`config.mk`:
```
export PLATFORM = sky130hd
export DESIGN_NAME = mem_port_arbiter
export DESIGN_NICKNAME = d
export VERILOG_FILES = /design/src/rtl/mem_port_arbiter_pkg.sv /design/src/rtl/mem_port_arbiter.sv
export SDC_FILE = /design/constraint.sdc
export NUM_CORES = 1
export LEC_CHECK = 0
export BUFFER_PORTS_ARGS = -buffer_cell sky130_fd_sc_hd__clkbuf_2
export CAP_MARGIN = 20
export CORE_MARGIN = 2
export CORE_UTILIZATION = 50
export CTS_BUF_LIST = sky130_fd_sc_hd__clkbuf_16
export CTS_CLUSTER_DIAMETER = 50
export DETAILED_ROUTE_END_ITERATION = 7
export MAX_ROUTING_LAYER = met4
export PLACE_DENSITY = 0.85
export SYNTH_ARGS = -nofsm -noshare
export SYNTH_HDL_FRONTEND = slang
export SYNTH_SLANG_ARGS = --single-unit
export TNS_END_PERCENT = 5
```
`constraint.sdc`:
```
create_clock -name clk -period 4.1 [get_ports clk]
set_clock_uncertainty 0.2 [all_clocks]
set_input_delay 0.82 -clock clk [delete_from_list [all_inputs] [get_ports clk]]
set_output_delay 0.82 -clock clk [all_outputs]
set_load 0.005 [all_outputs]
```
`src/rtl/mem_port_arbiter_pkg.sv`:
```
// ----------------------------------------------------------------------------
// mem_port_arbiter_pkg
//
// Shared definitions for the memory port arbiter: FSM state encoding, the
// served-port (SRC) encoding, access size codes and the captured bus command
// record. Helper functions build the bus command for each port so the top
// level only has to choose between them.
// ----------------------------------------------------------------------------
package mem_port_arbiter_pkg;

    // Arbiter FSM states.
    typedef enum logic [1:0] {
        ST_IDLE = 2'd0,
        ST_REQ  = 2'd1,
        ST_WAIT = 2'd2,
        ST_DONE = 2'd3
    } arb_state_t;

    // Which port owns the transaction currently on the bus.
    typedef enum logic {
        SRC_FETCH = 1'b0,
        SRC_DATA  = 1'b1
    } arb_src_t;

    // Access size codes, shared between core and bus.
    typedef enum logic [1:0] {
        SIZE_BYTE = 2'd0,
        SIZE_HALF = 2'd1,
        SIZE_WORD = 2'd2
    } mem_size_t;

    // Width of the WAIT-state timeout counter.
    localparam int TIMEOUT_W = 8;

    // Everything that is driven onto the bus for one transaction. Captured
    // once when leaving IDLE and held until the transaction completes.
    typedef struct packed {
        logic        we;
        logic [1:0]  size;
        logic        uns;
        logic [31:0] addr;
        logic [31:0] wdata;
    } bus_cmd_t;

    // Instruction fetches are always unsigned-agnostic full-word reads.
    function automatic bus_cmd_t fetch_cmd(input logic [31:0] addr);
        bus_cmd_t cmd;
        cmd.we    = 1'b0;
        cmd.size  = SIZE_WORD;
        cmd.uns   = 1'b0;
        cmd.addr  = addr;
        cmd.wdata = 32'h0;
        return cmd;
    endfunction

    // A data access with both read and write raised is a write: the store
    // wins so a confused core never silently drops store data.
    function automatic bus_cmd_t data_cmd(
        input logic        write,
        input logic [1:0]  size,
        input logic        uns,
        input logic [31:0] addr,
        input logic [31:0] wdata
    );
        bus_cmd_t cmd;
        cmd.we    = write;
        cmd.size  = size;
        cmd.uns   = uns;
        cmd.addr  = addr;
        cmd.wdata = write ? wdata : 32'h0;
        return cmd;
    endfunction

endpackage

```
`src/rtl/mem_port_arbiter.sv`:
```
// ----------------------------------------------------------------------------
// mem_port_arbiter
//
// Shares one single-ported bus between the instruction fetch port and the
// data (load/store) port. Exactly one transaction is outstanding at a time.
// Data requests have fixed priority over fetch; a transaction that has left
// IDLE is never preempted. A WAIT-state timeout aborts a transaction whose
// response never arrives and raises a sticky bus_error.
//
// Ports
//   clk, reset              clock; synchronous active-low reset
//   fetch_address           fetch address (the fetch port always requests)
//   fetch_data, fetch_stall registered instruction word / not-yet-served
//   memory_read/_write      data port load/store request
//   memory_size             0=byte, 1=half, 2=word
//   load_store_unsigned     zero-extend loads
//   memory_address/_write_data  data address / store data
//   memory_read_data        registered load data
//   mem_stall               data access not yet served
//   bus_req .. bus_wdata    shared bus command, stable from REQ until DONE
//   bus_gnt                 bus accepted the request this cycle
//   bus_rvalid, bus_rdata   response (or write ack) and its data
//   bus_error               sticky timeout flag
// ----------------------------------------------------------------------------
module mem_port_arbiter
    import mem_port_arbiter_pkg::*;
#(
    parameter int unsigned TIMEOUT_CYCLES = 255
) (
    input  logic        clk,
    input  logic        reset,

    input  logic [31:0] fetch_address,
    output logic [31:0] fetch_data,
    output logic        fetch_stall,

    input  logic        memory_read,
    input  logic        memory_write,
    input  logic [1:0]  memory_size,
    input  logic        load_store_unsigned,
    input  logic [31:0] memory_address,
    input  logic [31:0] memory_write_data,
    output logic [31:0] memory_read_data,
    output logic        mem_stall,

    output logic        bus_req,
    output logic        bus_we,
    output logic [1:0]  bus_size,
    output logic        bus_unsigned,
    output logic [31:0] bus_addr,
    output logic [31:0] bus_wdata,
    input  logic        bus_gnt,
    input  logic        bus_rvalid,
    input  logic [31:0] bus_rdata,
    output logic        bus_error
);

    // One wider than the counter so the limit compare cannot wrap.
    localparam logic [TIMEOUT_W:0] TIMEOUT_LIMIT = (TIMEOUT_W + 1)'(TIMEOUT_CYCLES);

    arb_state_t           state;
    arb_src_t             src;
    logic [TIMEOUT_W-1:0] timeout_count;
    bus_cmd_t             cmd_q;
    bus_cmd_t             next_cmd;
    logic                 data_request;
    logic                 timeout_hit;

    assign data_request = memory_read | memory_write;

    // The counter holds the number of WAIT cycles already spent without a
    // response; this cycle is the last one allowed when count+1 hits the limit.
    assign timeout_hit = ({1'b0, timeout_count} + 1'b1) >= TIMEOUT_LIMIT;

    // Command that would be captured if IDLE is left this cycle.
    // NOTE: every combinational output gets a default before any branch so
    // no path leaves it unassigned and no latch is inferred.
    always_comb begin
        next_cmd = fetch_cmd(fetch_address);
        if (data_request) begin
            next_cmd = data_cmd(memory_write, memory_size, load_store_unsigned,
                                memory_address, memory_write_data);
        end
    end

    // NOTE: all state below is updated with non-blocking assignments so every
    // register samples the values from before the edge, independent of the
    // order the statements are written in.
    always_ff @(posedge clk) begin
        if (!reset) begin
            state            <= ST_IDLE;
            src              <= SRC_FETCH;
            timeout_count    <= '0;
            bus_req          <= 1'b0;
            cmd_q            <= '0;
            fetch_data       <= 32'h0;
            memory_read_data <= 32'h0;
            bus_error        <= 1'b0;
        end else begin
            case (state)
                // The fetch port always requests, so IDLE lasts one cycle;
                // the only decision is which port wins.
                ST_IDLE: begin
                    state   <= ST_REQ;
                    bus_req <= 1'b1;
                    cmd_q   <= next_cmd;
                    src     <= data_request ? SRC_DATA : SRC_FETCH;
                end

                // Hold the request until accepted. rvalid is ignored here.
                ST_REQ: begin
                    if (bus_gnt) begin
                        state         <= ST_WAIT;
                        bus_req       <= 1'b0;
                        timeout_count <= '0;
                    end
                end

                // Response or write ack ends the transaction; otherwise count
                // towards the timeout. gnt is ignored here.
                ST_WAIT: begin
                    if (bus_rvalid) begin
                        state <= ST_DONE;
                        if (src == SRC_FETCH) begin
                            fetch_data <= bus_rdata;
                        end else if (!cmd_q.we) begin
                            memory_read_data <= bus_rdata;
                        end
                    end else if (timeout_hit) begin
                        // Abort: the served port is released with its data
                        // register untouched and the error is latched.
                        state     <= ST_DONE;
                        bus_error <= 1'b1;
                    end else begin
                        timeout_count <= timeout_count + 1'b1;
                    end
                end

                // Single release cycle for the served port.
                ST_DONE: begin
                    state <= ST_IDLE;
                end

                default: begin
                    state <= ST_IDLE;
                end
            endcase
        end
    end

    // A port's stall drops only in the DONE cycle of its own transaction.
    // mem_stall is additionally qualified by a live data request so an idle
    // data port never reports a stall.
    assign fetch_stall = !((state == ST_DONE) && (src == SRC_FETCH));
    assign mem_stall   = data_request && !((state == ST_DONE) && (src == SRC_DATA));

    assign bus_we       = cmd_q.we;
    assign bus_size     = cmd_q.size;
    assign bus_unsigned = cmd_q.uns;
    assign bus_addr     = cmd_q.addr;
    assign bus_wdata    = cmd_q.wdata;

endmodule

```
# After elaboration in Yosys (flattened, before gate mapping)
# Index checks and enable logic that the tools add are counted.
# classes
bitwise,4
addsub,2
muxes,13
reduce_logical,14
eq_ne,7
magnitude_cmp,1
# ops
op,count
2-to-1 mux 68 bit,1
2-to-1 mux 32 bit,1
2-to-1 mux 8 bit,3
one-hot mux 8 bit (2 select lines),1
"adder 8 x 1 -> 9 bit, second input constant",1
">= comparator 9 x 8 -> 1 bit, second input constant",1
"adder 8 x 1 -> 8 bit, second input constant",1
one-hot mux 2 bit (4 select lines),1
AND reduction 4 bit,2
2-to-1 mux 2 bit,3
"inequality test 2 bit, second input constant",3
AND reduction 3 bit,2
"equality test 2 bit, second input constant",2
AND reduction 2 bit,2
nonzero test 2 bit,2
logical AND 1 bit,3
"inequality test 3 bit, second input constant",1
NOT 1 bit,3
"equality test 2 x 1 -> 1 bit, second input constant",1
logical NOT 1 bit,2
logical NOT 2 bit,1
2-to-1 mux 1 bit,2
one-hot mux 1 bit (2 select lines),1
OR 1 bit,1
# totals
elab_cells,53
register_bits,145
out_inout_bits,136
inputBits,137

# Longest topological paths before layout
# depth
depth_word,5
depth_mapped,8
ltp_nobuf,7

# Worst setup path after synthesis
# Ideal clock, no wire load.
# synth_path
kind,input to output
startpoint,input memory_read
endpoint,output mem_stall
path_buffers,2
setup_slack_ps,1436
stages,4
t_arrival_ps,1644
required_time_ps,3080
path_cell_list,clkbuf_1 > nor2_1 > clkbuf_1 > a21oi_1
# synth_between
elab_chain_len,2
# synth_lines
item,line,rtl
"start, declared",mem_port_arbiter.sv:37,"input logic memory_read,"
OR 1 bit,mem_port_arbiter.sv:69,assign data_request = memory_read | memory_write;
logical AND 1 bit,mem_port_arbiter.sv:155,assign mem_stall = data_request && !((state == ST_DONE) && (src == SRC_DATA));
"end, declared",mem_port_arbiter.sv:44,"output logic mem_stall,"
# No other way between the ends.

# Worst setup path in the final report
# layout_path
startpoint,input memory_write
endpoint,output mem_stall
# layout_between
elab_chain_len,2
# layout_lines
item,line,rtl
"start, declared",mem_port_arbiter.sv:38,"input logic memory_write,"
OR 1 bit,mem_port_arbiter.sv:69,
logical AND 1 bit,mem_port_arbiter.sv:155,
# No other way between the ends.

==> metrics.cfg <==
[floorplan]
die_y_um = 111
core_sq_mm = 0.0113
dieWidth_um = 111
ios = 273
die-area_sq_mm = 0.0123
start_util_pct = 50.7
rows = 39

[timing]
fin_crit_ns = 2.66
grt_setup_unrepaired = false
period_share_pct = 64.9
max_slew.worst_pin.slew_ns = 0.655
slew_headroom_pct = 56.3
fin_setup_tns_ns = 0
maxSlewViolCount = 0
finalSetupViolations = 0
finalWorstSetupSlack_ns = 1.44
fmax_mhz = 376
hold_viol_final = 0

[global_route]
groute.usage.overall_pct = 28.7
grt-ovfl-total = 0
grt_use_met2_pct = 48.9
use_met3_pct = 8.09
grt_antenna_before_repair = 0
grt_pass1_vias = 5642
grt_pass1_wl_mm = 27.6
grtUsageMet1_pct = 32.1
busiest_layer = met2
grt_max_degree = 56

[setup_path]
path_cells = clkbuf_2 > nor2_2 > a21oi_1 > clkbuf_2
end_kind = output port
worstPathRequired_ns = 3.08
crit_arrival_ns = 1.64
crit_path_top_delay_cell = clkbuf_2
cp_common_cell = clkbuf_2
worst-path-max-fanout = 36
reg2reg_to = timeout_count[7]
r2r_cells = 7
max_stage_delay_ns = 0.49
critPathTopFamily = buffers and inverters
worstReg2RegStart = state[0]
path_class = primary input to output port
path_buf_inv = 2
cp-start-kind = primary input
r2r_slack_ns = 1.62

[drt]
drt-wirelength-per-cell_um = 15.6
drtIter0Drc = 535
drt_pass1_iterations = 5
drc = 0
detail_route.wirelength_mm = 17.2
vias = 5998
vias_per_cell = 5.44
ant_nets = 0

[min_path]
hold_end = fetch_data[9]
hold_path_class = register to register
hold_start = fetch_data[9]
hold_depth = 2

[clock_network]
insertion_delay_ns = 0.41
root_buffer = clkbuf_16
cts_sinks = 145
clk_pin_slew_ns = 0.06
htreeDepth = 4
postCtsSetupRepairBufs = 0
hold_buffers = 0
cts_buffers = 17
cts_tree = built
cts_buffer_depth = 2
cts_resized = 0

[yosys]
synth_area_sq_mm = 0.00572
synth_seq_cells = 145
synth_mux_area_share_pct = 0.350
yosys.cell_types.count = 46
synth_edf_count = 0
async_flop_share_pct = 0
yosys_warnings = 0
synth_compound_area_share_pct = 22.7
synth_xor_area_share_pct = 0
synthFlopType = dfxtp_1
synth_top_family_by_area = compound AO/OA/AOI/OAI gates
yosysSeqAreaShare_pct = 50.7
yosys.area_share.simple_pct = 20.5
syn-instance-count = 709
synth_fp_nets = 852
synth_fa_ha_area_share_pct = 1.31
synth_area_per_cell_sq_um = 8.07

[placement]
dp_slack_ns = 1.45
dpl.hpwl_mm = 12.1
place.gp.congestion = 0.955
io_buffers = 272

[pwr]
ir_drop_mv = 0.417
switching_share_pct = 31.7
intPower_uw = 2960
p_switching_uw = 1380
power_per_cell_area_mw_per_mm2 = 568
pwr-share-comb_pct = 26.7
leakage_uw = 0.00333
pwr-share-clk_pct = 32.4
seq_power_share_pct = 40.9

[finish]
diodes = 0
final_net_count = 1092
synthToLayoutAreaGrowth_pct = 33.6
drive_gt1_share_pct = 32.6

[status]
status = complete, no violations

[job]
drv_cap = 0

worst reg2reg max path, cell delays in order (launching register included):
cell and delay (ns):
dfxtp_1 0.33, inv_1 0.09, ha_1 0.43, nor2b_1 0.26, o21ai_0 0.17, a21oi_1 0.49, a21boi_0 0.19, o21a_1 0.22
cell type report:
cell class	instances	area, sq um
clock inverters	12	105
fillers	928	3630
inverters	7	28.8
flip-flops and latches	145	2900
multi-input cells	498	2580
well taps	143	179
repair buffers	280	1420
clock buffers	17	425
Yosys cell counts (6+ instances only):
master	number	area share [%]
o21ai_0	34	3.0
clkbuf_1	50	3.3
a311oi_1	32	4.9
nor2_1	73	4.8
inv_1	6	0.39
nand3_1	8	0.70
buf_1	6	0.39
a21oi_1	73	6.4
a22oi_1	32	4.2
ha_1	6	1.3
dfxtp_1	145	51
nand2_1	177	12
sequential cells by signal (all words and copies together), names as in the netlist:
register,count
bus_unsigned,1
src,1
state,2
bus_error,1
memory_read_data,32
bus_size,2
bus_we,1
bus_req,1
fetch_data,32
bus_wdata,32
timeout_count,8
bus_addr,32
power by group through the flow:
stage               clock network, uW  logic [uW]  registers [uW]
finish                           1410        1160            1780
global route                     1500        1280            1800
CTS                              1430        1160            1770
detailed placement                  0        1160            1800
global placement                    0        1130            1790
floorplan                           0         690            1800
cell families (layout without fill, tap and decap cells):
kind of cell             after synthesis  after routing
AO/OA/AOI/OAI                        204            204
adder cells (fa/ha/maj)                6              6
buffers and inverters                 66            316
flip-flops                           145            145
multiplexers                           2              2
AND/OR/NAND/NOR                      286            286
per-layer routing:
layer  share of wire, %  vias to the layer above
met5                  0                        -
met4                2.7                        0
met3                7.9                       28
met2                 51                      304
met1                 39                     2727
li1                   -                     2939
placed cells by master, fill, tap and decap left out, types with 3 or more instances in the layout:
cell type	Yosys	layout
dfxtp_1	145	145
a311oi_1	32	32
nand3_1	8	8
or2_2	3	3
o21ai_1	4	4
a22oi_1	32	32
o21a_1	5	5
ha_1	6	5
clkbuf_2	0	272
nor3_1	5	5
a31oi_1	4	4
a21boi_0	4	4
clkbuf_16	0	17
nand2b_1	3	3
nor2_1	73	71
nand2_1	177	177
buf_4	0	8
a21oi_1	73	73
o21ai_0	34	34
clkinv_1	0	4
o211ai_1	5	5
inv_1	6	8
how the worst max path moves through the flow:
| stage | slack [ns] | cells past startpoint | endpoint | from |
|---|---|---|---|---|
| after CTS | 1.45 | 4 | mem_stall | memory_read |
| after global placement | 1.45 | 4 | mem_stall | memory_read |
| final | 1.44 | 4 | mem_stall | memory_write |
| after floorplan | 1.44 | 4 | mem_stall | memory_read |
| after global routing | 1.30 | 4 | mem_stall | memory_read |
| after detailed placement | 1.45 | 4 | mem_stall | memory_read |
per-stage QoR:
step | total power [uW] | instance area [sq um] | hold WS [ns] | util (%) | cells
2_1_floorplan | 2490 | 5720 | 0.253 | - | 709
3_5_place_dp | 2950 | 7110 | 0.247 | 63.1 | 1073
5_1_grt | 4580 | 7640 | 0.277 | 67.8 | 1102
6_report | 4340 | 7640 | 0.252 | 67.8 | 1102
3_3_place_gp | 2930 | 7110 | 0.241 | 63.1 | 1073
4_1_cts | 4360 | 7640 | 0.255 | 67.8 | 1102
(Power assumes the default switching activity.)
